$ cat config.mk
export PLATFORM = sky130hd
export DESIGN_NAME = rv32i_inst_encoder
export DESIGN_NICKNAME = d
export VERILOG_FILES = /design/src/rtl/rv32i_enc_pkg.sv /design/src/rtl/enc_fifo.sv /design/src/rtl/rv32i_inst_encoder.sv
export SDC_FILE = /design/constraint.sdc
export NUM_CORES = 1
export LEC_CHECK = 0
export BUFFER_PORTS_ARGS = -buffer_cell sky130_fd_sc_hd__buf_2
export CORE_ASPECT_RATIO = 1.25
export CORE_UTILIZATION = 51
export CTS_CLUSTER_DIAMETER = 40
export DETAILED_ROUTE_END_ITERATION = 16
export PLACE_DENSITY_LB_ADDON = 0.2
export SETUP_SLACK_MARGIN = 0.4
export SKIP_CTS_REPAIR_TIMING = 1
export SLEW_MARGIN = 0
export SYNTH_ARGS = -nofsm -noshare
export SYNTH_HDL_FRONTEND = slang
export SYNTH_SLANG_ARGS = --single-unit
$ cat constraint.sdc
create_clock -name clk -period 5.48 [get_ports clk]
set_clock_uncertainty 0.1 [all_clocks]
set_input_delay 1.096 -clock clk [delete_from_list [all_inputs] [get_ports clk]]
set_output_delay 1.096 -clock clk [all_outputs]
set_load 0.1 [all_outputs]
$ cat src/rtl/rv32i_enc_pkg.sv
// rv32i_enc_pkg: op enum, opcode/funct constants and funct3 lookup for the RV32I encoder
package rv32i_enc_pkg;

  typedef enum logic [5:0] {
    OP_LUI    = 6'd0,  OP_AUIPC  = 6'd1,  OP_JAL    = 6'd2,  OP_JALR   = 6'd3,
    OP_BEQ    = 6'd4,  OP_BNE    = 6'd5,  OP_BLT    = 6'd6,  OP_BGE    = 6'd7,
    OP_BLTU   = 6'd8,  OP_BGEU   = 6'd9,
    OP_LB     = 6'd10, OP_LH     = 6'd11, OP_LW     = 6'd12, OP_LBU    = 6'd13,
    OP_LHU    = 6'd14,
    OP_SB     = 6'd15, OP_SH     = 6'd16, OP_SW     = 6'd17,
    OP_ADDI   = 6'd18, OP_SLTI   = 6'd19, OP_SLTIU  = 6'd20, OP_XORI   = 6'd21,
    OP_ORI    = 6'd22, OP_ANDI   = 6'd23, OP_SLLI   = 6'd24, OP_SRLI   = 6'd25,
    OP_SRAI   = 6'd26,
    OP_ADD    = 6'd27, OP_SUB    = 6'd28, OP_SLL    = 6'd29, OP_SLT    = 6'd30,
    OP_SLTU   = 6'd31, OP_XOR    = 6'd32, OP_SRL    = 6'd33, OP_SRA    = 6'd34,
    OP_OR     = 6'd35, OP_AND    = 6'd36,
    OP_FENCE  = 6'd37, OP_ECALL  = 6'd38, OP_EBREAK = 6'd39,
    OP_CSRRW  = 6'd40, OP_CSRRS  = 6'd41, OP_CSRRC  = 6'd42,
    OP_CSRRWI = 6'd43, OP_CSRRSI = 6'd44, OP_CSRRCI = 6'd45
  } op_e;

  localparam logic [6:0] OPC_LUI    = 7'b0110111;
  localparam logic [6:0] OPC_AUIPC  = 7'b0010111;
  localparam logic [6:0] OPC_JAL    = 7'b1101111;
  localparam logic [6:0] OPC_JALR   = 7'b1100111;
  localparam logic [6:0] OPC_BRANCH = 7'b1100011;
  localparam logic [6:0] OPC_LOAD   = 7'b0000011;
  localparam logic [6:0] OPC_STORE  = 7'b0100011;
  localparam logic [6:0] OPC_OPIMM  = 7'b0010011;
  localparam logic [6:0] OPC_OP     = 7'b0110011;
  localparam logic [6:0] OPC_FENCE  = 7'b0001111;
  localparam logic [6:0] OPC_SYSTEM = 7'b1110011;

  localparam logic [6:0] F7_BASE = 7'b0000000;
  localparam logic [6:0] F7_ALT  = 7'b0100000;

  localparam logic [31:0] NOP         = 32'h0000_0013;
  localparam logic [31:0] INST_ECALL  = 32'h0000_0073;
  localparam logic [31:0] INST_EBREAK = 32'h0010_0073;

  // funct3 field for every op that carries one; zero for the rest
  function automatic logic [2:0] f3_of(input logic [5:0] op);
    case (op)
      OP_BNE, OP_LH, OP_SH, OP_SLLI, OP_SLL, OP_CSRRW:             return 3'b001;
      OP_LW, OP_SW, OP_SLTI, OP_SLT, OP_CSRRS:                     return 3'b010;
      OP_SLTIU, OP_SLTU, OP_CSRRC:                                 return 3'b011;
      OP_BLT, OP_LBU, OP_XORI, OP_XOR:                             return 3'b100;
      OP_BGE, OP_LHU, OP_SRLI, OP_SRAI, OP_SRL, OP_SRA, OP_CSRRWI: return 3'b101;
      OP_BLTU, OP_ORI, OP_OR, OP_CSRRSI:                           return 3'b110;
      OP_BGEU, OP_ANDI, OP_AND, OP_CSRRCI:                         return 3'b111;
      default:                                                     return 3'b000;
    endcase
  endfunction

endpackage

$ cat src/rtl/enc_fifo.sv
// enc_fifo: generic synchronous FIFO with occupancy count and synchronous clear
module enc_fifo #(
  parameter int W     = 32,
  parameter int DEPTH = 2,
  localparam int AW   = $clog2(DEPTH),
  localparam int CW   = AW + 1
) (
  input  logic          clk,
  input  logic          rst_n,
  input  logic          clear_i,
  input  logic          push_i,
  input  logic          pop_i,
  input  logic [W-1:0]  data_i,
  output logic [W-1:0]  data_o,
  output logic [CW-1:0] count_o
);

  logic [W-1:0]  mem_q [DEPTH];
  logic [AW-1:0] wr_q, wr_d, rd_q, rd_d;
  logic [CW-1:0] cnt_q, cnt_d;

  // pointer and occupancy update; clear wins over push and pop
  always_comb begin
    wr_d  = clear_i ? '0 : wr_q + AW'(push_i);
    rd_d  = clear_i ? '0 : rd_q + AW'(pop_i);
    cnt_d = clear_i ? '0 : cnt_q + CW'(push_i) - CW'(pop_i);
  end

  // pointer and occupancy registers
  always_ff @(posedge clk or negedge rst_n) begin
    if (!rst_n) begin
      wr_q  <= '0;
      rd_q  <= '0;
      cnt_q <= '0;
    end else begin
      wr_q  <= wr_d;
      rd_q  <= rd_d;
      cnt_q <= cnt_d;
    end
  end

  // storage needs no reset: the head is only meaningful while count is nonzero
  always_ff @(posedge clk) begin
    if (push_i && !clear_i) mem_q[wr_q] <= data_i;
  end

  assign data_o  = mem_q[rd_q];
  assign count_o = cnt_q;

endmodule

$ cat src/rtl/rv32i_inst_encoder.sv
// rv32i_inst_encoder: symbolic RV32I request -> machine word + sequential address; ENCODER_ZICSR_EN adds CSR ops
module rv32i_inst_encoder
  import rv32i_enc_pkg::*;
#(
  parameter logic [31:0] BASE_ADDR  = 32'h0000_0000,
  parameter int          FIFO_DEPTH = 2
) (
  input  logic        clk,
  input  logic        rst_n,
  input  logic        clear,
  input  logic        in_valid,
  output logic        in_ready,
  input  logic [5:0]  in_op,
  input  logic [4:0]  in_rd,
  input  logic [4:0]  in_rs1,
  input  logic [4:0]  in_rs2,
  input  logic [31:0] in_imm,
  output logic        out_valid,
  input  logic        out_ready,
  output logic [31:0] out_inst,
  output logic [31:0] out_addr,
  output logic        out_err,
  output logic [15:0] word_count
);

  localparam int CW = $clog2(FIFO_DEPTH) + 1;

  logic [31:0]   raw_inst, enc_inst, next_addr_q, next_addr_d;
  logic [15:0]   word_count_q, word_count_d;
  logic [2:0]    f3;
  logic [6:0]    f7;
  logic          bad, i_ok, b_ok, j_ok, accept, pop;
  logic [CW-1:0] fifo_count;
  logic [64:0]   head;

  assign i_ok = in_imm[31:11] == {21{in_imm[11]}};
  assign b_ok = (in_imm[31:12] == {20{in_imm[12]}}) && !in_imm[0];
  assign j_ok = (in_imm[31:20] == {12{in_imm[20]}}) && !in_imm[0];

  // combinational encode and legality check; an illegal request becomes a NOP
  always_comb begin
    f3       = f3_of(in_op);
    f7       = (in_op == OP_SUB || in_op == OP_SRA || in_op == OP_SRAI) ? F7_ALT : F7_BASE;
    raw_inst = NOP;
    bad      = 1'b0;
    case (in_op) inside
      OP_LUI, OP_AUIPC: begin
        bad      = |in_imm[11:0];
        raw_inst = {in_imm[31:12], in_rd, (in_op == OP_LUI) ? OPC_LUI : OPC_AUIPC};
      end
      OP_JAL: begin
        bad      = !j_ok;
        raw_inst = {in_imm[20], in_imm[10:1], in_imm[11], in_imm[19:12], in_rd, OPC_JAL};
      end
      OP_JALR: begin
        bad      = !i_ok;
        raw_inst = {in_imm[11:0], in_rs1, 3'b000, in_rd, OPC_JALR};
      end
      [OP_BEQ:OP_BGEU]: begin
        bad      = !b_ok;
        raw_inst = {in_imm[12], in_imm[10:5], in_rs2, in_rs1, f3, in_imm[4:1], in_imm[11], OPC_BRANCH};
      end
      [OP_LB:OP_LHU]: begin
        bad      = !i_ok;
        raw_inst = {in_imm[11:0], in_rs1, f3, in_rd, OPC_LOAD};
      end
      [OP_SB:OP_SW]: begin
        bad      = !i_ok;
        raw_inst = {in_imm[11:5], in_rs2, in_rs1, f3, in_imm[4:0], OPC_STORE};
      end
      [OP_ADDI:OP_ANDI]: begin
        bad      = !i_ok;
        raw_inst = {in_imm[11:0], in_rs1, f3, in_rd, OPC_OPIMM};
      end
      [OP_SLLI:OP_SRAI]: begin
        bad      = |in_imm[31:5];
        raw_inst = {f7, in_imm[4:0], in_rs1, f3, in_rd, OPC_OPIMM};
      end
      [OP_ADD:OP_AND]: raw_inst = {f7, in_rs2, in_rs1, f3, in_rd, OPC_OP};
      OP_FENCE: begin
        bad      = |in_imm[31:8];
        raw_inst = {4'b0000, in_imm[7:0], 5'd0, 3'b000, 5'd0, OPC_FENCE};
      end
      OP_ECALL:  raw_inst = INST_ECALL;
      OP_EBREAK: raw_inst = INST_EBREAK;
`ifdef ENCODER_ZICSR_EN
      [OP_CSRRW:OP_CSRRCI]: begin
        bad      = |in_imm[31:12];
        raw_inst = {in_imm[11:0], in_rs1, f3, in_rd, OPC_SYSTEM};
      end
`endif
      default: bad = 1'b1;
    endcase
  end

  assign enc_inst = bad ? NOP : raw_inst;
  assign in_ready = (fifo_count < CW'(FIFO_DEPTH)) && !clear;
  assign accept   = in_valid && in_ready;
  assign out_valid = fifo_count != '0;
  assign pop      = out_valid && out_ready;

  // next address and accepted-word counter; clear reloads both
  always_comb begin
    next_addr_d  = clear ? BASE_ADDR : accept ? next_addr_q + 32'd4 : next_addr_q;
    word_count_d = clear ? 16'd0 : accept ? word_count_q + 16'd1 : word_count_q;
  end

  // address and counter registers
  always_ff @(posedge clk or negedge rst_n) begin
    if (!rst_n) begin
      next_addr_q  <= BASE_ADDR;
      word_count_q <= 16'd0;
    end else begin
      next_addr_q  <= next_addr_d;
      word_count_q <= word_count_d;
    end
  end

  enc_fifo #(.W(65), .DEPTH(FIFO_DEPTH)) u_fifo (
    .clk     (clk),
    .rst_n   (rst_n),
    .clear_i (clear),
    .push_i  (accept),
    .pop_i   (pop),
    .data_i  ({bad, next_addr_q, enc_inst}),
    .data_o  (head),
    .count_o (fifo_count)
  );

  assign out_err    = out_valid && head[64];
  assign out_addr   = out_valid ? head[63:32] : 32'd0;
  assign out_inst   = out_valid ? head[31:0] : 32'd0;
  assign word_count = word_count_q;

endmodule
==> out/results.ini, run 1 <==
[outcome]
status = complete, no violations

[floorplan]
die_h_um = 148
ioPinCount = 141
die-area_um2 = 17600
coreArea_um2 = 16800
start_util = 0.520
die_w_um = 119
rows = 53

[finish]
num-fill-cells = 1446
fin_util = 0.603
drive_above_1_share = 0.216
multiInputGateArea_um2 = 3540
antenna_cells = 0
nets = 987
syn_to_final_growth_pct = 16.1
finalInstanceArea_um2 = 10100
seqCellArea_um2 = 4920

[hold_path]
hold_depth = 0
min_path_type = flop to flop

[critical_path]
reg2reg_depth = 4
cp.required_ps = 4280
worstPathArrival_ps = 2540
cp-start-kind = flop
crit_fanout = 46
crit_type = flop to primary output
setup.worst_path.end_class = primary output

[placed_design]
place_congestion = 0.992
pre_cts_slack_ps = 1460
io_buffers = 138
hpwl_um = 14000
place_area_um2 = 9570

[power]
vdd_drop_max_mv = 0.237
switching_share = 0.487
clkPwrFrac = 0.233
pwr-share-comb = 0.434
finalPower_uw = 4770
p_switching_uw = 2320
cellLeakagePower_uw = 0.00401
powerDensity_nw_per_um2 = 471
cell_internal_pwr_uw = 2450
share_seq_of_total_power = 0.333

[clock_tree]
cts_tree = built
clk_path_buf_depth = 2
cts_sinks = 172
htreeDepth = 4
clk_pin_slew_ps = 70
cts_buffers = 17
clk_latency_ps = 420
cts-root-buf = clkbuf_16

[synthesis]
avgSynthCellArea_um2 = 11.0
seq_area_frac_synth = 0.564
synth.area.top_cells = edfxtp_1 42%, dfrtp_1 14%, nor2_1 7.2%
yosysMostFrequentCell = nor2_1
syn_inst = 791
synth_seq_cells = 172
synth_edf_count = 122
ys_top_cells_by_count = 167 x nor2_1, 122 x edfxtp_1, 61 x mux2i_1
ys_warn_count = 0
synth-async-reset-ratio = 0.291
synth_top_area_frac = 0.420
synth_area_um2 = 8720
ys_types = 67
synthFlopType = edfxtp_1
synth_area_leader_cell = edfxtp_1

[sta]
slew_headroom = 0.345
setup_tns_ps = 0
setup_ws_ps = 1740
setup_viol = 0
final-max-slew-violation-count = 0
grt_setup_unrepaired = false
tightest_slew_ps = 979
finalCritPeriodShare = 0.682
hold_viol_final = 0
min_period_ps = 3740
clock.fmax_ghz = 0.268

[detailed_routing]
vias = 6410
firstDrtPassIters = 5
drc = 0
wirelength_um = 19700
ant_nets = 0
viasPerCell = 5.58
wl_per_cell_um = 17.2
first_iter_violations = 345

[global_route]
grt_usage = 0.229
grt_pass1_wl_um = 31400
grt_pass1_vias = 6191
overflow = 0
antenna_found_initial = 0
grt_max_degree = 51

[job]
maxCapViolCount = 0

## layer usage
metal	global-route usage	share of wire	up-vias	wire, um
li1	-	-	3107	-
met2	0.413	0.53	204	10400
met3	0.0311	0.037	38	726
met4	0.100	0.027	0	531
met5	0	0	-	0
met1	0.272	0.41	3061	8020
## critical path: stages, from the launching register on
cell     delay, ps
dfrtp_4        970
buf_4          420
mux2i_1        140
nor2_1         120
buf_2          450
## registers in the layout, summed over array words and instances (netlist names)
signal	count
u_fifo.mem_q	122
next_addr_q	30
word_count	16
u_fifo.count_o	2
u_fifo.rd_q	1
u_fifo.wr_q	1
## final cells by class
type / instances / share of cell area
clock inverter: 15 / 0.0122
sequential: 172 / 0.486
tap: 220 / 0.0272
inverter: 16 / 0.00594
multi-input combinational: 561 / 0.350
clock buffer: 17 / 0.0420
timing repair buffer: 147 / 0.0762
## cell families (layout without fill, tap and decap cells)
| family | count (synthesis) | after routing | share of synthesized area |
|---|---|---|---|
| buf+inv | 59 | 195 | 0.0323 |
| other cells | 1 | 2 | 0.000430 |
| compound gates | 105 | 105 | 0.0867 |
| xor+xnor | 43 | 43 | 0.0432 |
| mux | 61 | 61 | 0.0700 |
| flops | 172 | 172 | 0.564 |
| fa+ha+maj | 14 | 14 | 0.0201 |
| simple gates | 336 | 336 | 0.183 |
## layout by cell type (no fill, tap or decap), types with 3 or more instances in the layout
| master | instances |
|---|---|
| inv_8 | 3 |
| inv_1 | 16 |
| dfrtp_1 | 49 |
| xor2_1 | 29 |
| nor2b_1 | 8 |
| nor2_1 | 166 |
| ha_1 | 14 |
| nand4_1 | 13 |
| nand2b_1 | 6 |
| nor4_1 | 7 |
| and2_1 | 5 |
| nand2_1 | 42 |
| o21ai_0 | 16 |
| nor3_1 | 20 |
| mux2i_1 | 61 |
| nand3_1 | 29 |
| buf_4 | 8 |
| and3_1 | 3 |
| clkbuf_16 | 17 |
| a2bb2oi_1 | 5 |
| a31oi_1 | 5 |
| xnor2_1 | 14 |
| o211ai_1 | 4 |
| buf_2 | 138 |
| a21oi_1 | 29 |
| edfxtp_1 | 122 |
| a22oi_1 | 18 |
| or3_1 | 8 |
| inv_6 | 7 |
| o21a_1 | 3 |
| and4_1 | 6 |
## power by group through the flow
stage | registers (uW) | logic (uW) | clock network [uW]
2_1_floorplan | 1580 | 1770 | 0
3_3_place_gp | 1610 | 2080 | 0
3_5_place_dp | 1620 | 2080 | 0
4_1_cts | 1590 | 2080 | 1130
5_1_grt | 1600 | 2160 | 1180
6_report | 1590 | 2070 | 1110
## worst paths after layout
check                                       start                   to  slack, ps
worst min register to register    next_addr_q[22]  u_fifo.mem_q[0][54]        410
worst max register to register  u_fifo.count_o[1]  u_fifo.mem_q[1][37]       2660
worst min-delay path              next_addr_q[22]  u_fifo.mem_q[0][54]        410
max in group asynchronous                   rst_n          u_fifo.rd_q       4090
worst max-delay path                  u_fifo.rd_q         out_addr[28]       1740
min in group asynchronous                   rst_n       word_count[13]        690
## per-stage QoR
stage,hold slack [ps],instances
after floorplan,359,792
after global placement,373,1116
after detailed placement,387,1116
after CTS,404,1148
after global routing,419,1148
final,411,1148
(Power assumes the default switching activity.)
==> run 2, diff against run 1 <==
--- a/config.mk
+++ b/config.mk
@@ -7,7 +7,7 @@
 export LEC_CHECK = 0
 export BUFFER_PORTS_ARGS = -buffer_cell sky130_fd_sc_hd__buf_2
 export CORE_ASPECT_RATIO = 1.25
-export CORE_UTILIZATION = 51
+export CORE_UTILIZATION = 57
 export CTS_CLUSTER_DIAMETER = 40
 export DETAILED_ROUTE_END_ITERATION = 16
 export PLACE_DENSITY_LB_ADDON = 0.2
==> constraint.sdc (replaced) <==
create_clock -name clk -period 3.7 [get_ports clk]
set_clock_uncertainty 0.1 [all_clocks]
set_input_delay 0.74 -clock clk [delete_from_list [all_inputs] [get_ports clk]]
set_output_delay 0.74 -clock clk [all_outputs]
set_load 0.1 [all_outputs]
==> out/results.ini, run 2 (synthesis results as in run 1) <==
[global_route]
use_met3 = 0.0446
top_usage_layer = met2
grt_pass1_vias = 6439
grt_usage = 0.273
grt_pass1_wl_um = 33100
overflow = 0
antenna_found_initial = 0
use_met1 = 0.317
grtUsageMet2 = 0.494
grt_max_degree = 54

[sta]
slew_headroom = 0.495
finalCritPeriodShare = 0.816
setup_tns_ps = 0
final-max-slew-violation-count = 0
setup_viol = 0
grt_setup_unrepaired = false
hold_viol_final = 0
min_period_ps = 3020
whs_ps = 289
clock.fmax_ghz = 0.331
tightest_slew_ps = 758

[critical_path]
setup.worst_path.end_class = flop
crit_type = input port to flop
cp.required_ps = 3830
r2r_setup_slack_ps = 950
cp-start-kind = input port
reg2reg_depth = 7
worstPathArrival_ps = 3150
r2r-end = next_addr_q[31]
crit_fanout = 29
rr_startpoint = next_addr_q[5]

[clock_tree]
htreeDepth = 4
clk_pin_slew_ps = 60
cts_sinks = 172
cts_tree = built
clk_latency_ps = 420
cts-root-buf = clkbuf_16
cts_buffers = 17
clk_path_buf_depth = 2

[detailed_routing]
first_iter_violations = 557
drc = 0
ant_nets = 0
viasPerCell = 5.94
wirelength_um = 21000
vias = 6634
wl_per_cell_um = 18.8
firstDrtPassIters = 5

[power]
clkPwrFrac = 0.233
switching_share = 0.477
pwr-share-comb = 0.446
p_switching_uw = 3400
share_seq_of_total_power = 0.321
powerDensity_nw_per_um2 = 702
cell_internal_pwr_uw = 3730
vdd_drop_max_mv = 0.413
cellLeakagePower_uw = 0.00405

[job]
maxCapViolCount = 0

[finish]
final_common_cell = nor2_1
drive_above_1_share = 0.219
fin_util = 0.680
nets = 994
antenna_cells = 0
mostFrequentLayoutCells = 166 x nor2_1, 138 x buf_2, 122 x edfxtp_1, 61 x mux2i_1, 49 x dfrtp_1
regMostFlops = u_fifo.mem_q
largest_register_ffs = 122
syn_to_final_growth_pct = 16.6

[floorplan]
coreArea_um2 = 15000
die-area_um2 = 15800
die_h_um = 140
rows = 50
start_util = 0.583
ioPinCount = 141
die_w_um = 113

[placed_design]
place_congestion = 0.957
hpwl_um = 15200
io_buffers = 138

[outcome]
status = complete, no violations

[hold_path]
min_path_type = input port to asynchronous set/reset pin

## run 2: critical path, cell delays in order
cell	delay, ps
buf_2	210
inv_1	130
ha_1	210
or2_1	260
a32oi_2	310
and2_1	220
o211ai_2	120
a2111oi_4	400
a211oi_4	70
buf_12	190
a311oi_2	270
## run 2: how the worst max path moves through the flow
stage	from	slack, ps	to	cells past startpoint
finish	in_op[1]	680	u_fifo.mem_q[1][2]	11
global route	u_fifo.rd_q	540	out_inst[4]	4
CTS	u_fifo.rd_q	640	out_inst[4]	4
detailed placement	in_op[1]	270	u_fifo.mem_q[1][21]	11
global placement	in_op[1]	350	u_fifo.mem_q[0][30]	10
floorplan	u_fifo.rd_q	420	out_addr[10]	4
## run 2: stage by stage
step | power [uW] | worst slack (ps) | area [um^2] | cells
2_1_floorplan | 4960 | 425 | 8730 | 792
3_3_place_gp | 5490 | 354 | 9600 | 1085
3_5_place_dp | 5520 | 275 | 9600 | 1085
4_1_cts | 7160 | 639 | 10200 | 1117
5_1_grt | 7370 | 537 | 10200 | 1117
6_report | 7130 | 682 | 10200 | 1117
## run 2: power by group through the flow
stage	clock network, uW	registers (uW)	logic [uW]
after global placement	0	2320	3170
final	1660	2290	3180
after CTS	1680	2290	3200
after detailed placement	0	2330	3190
after global routing	1760	2300	3310
after floorplan	0	2330	2630
## run 2: final cells by class
cell class | count | area [um^2]
clock buffers | 21 | 450
flip-flops and latches | 172 | 4920
fillers | 1153 | 4790
inverters | 16 | 60.1
well taps | 182 | 228
multi-input cells | 561 | 3540
clock inverters | 11 | 113
repair buffers | 154 | 848
## run 2: routing by layer
metal,wire (um),up-vias
li1,-,3110
met1,8020,3213
met2,11200,256
met3,1010,55
met4,725,0
met5,0,-
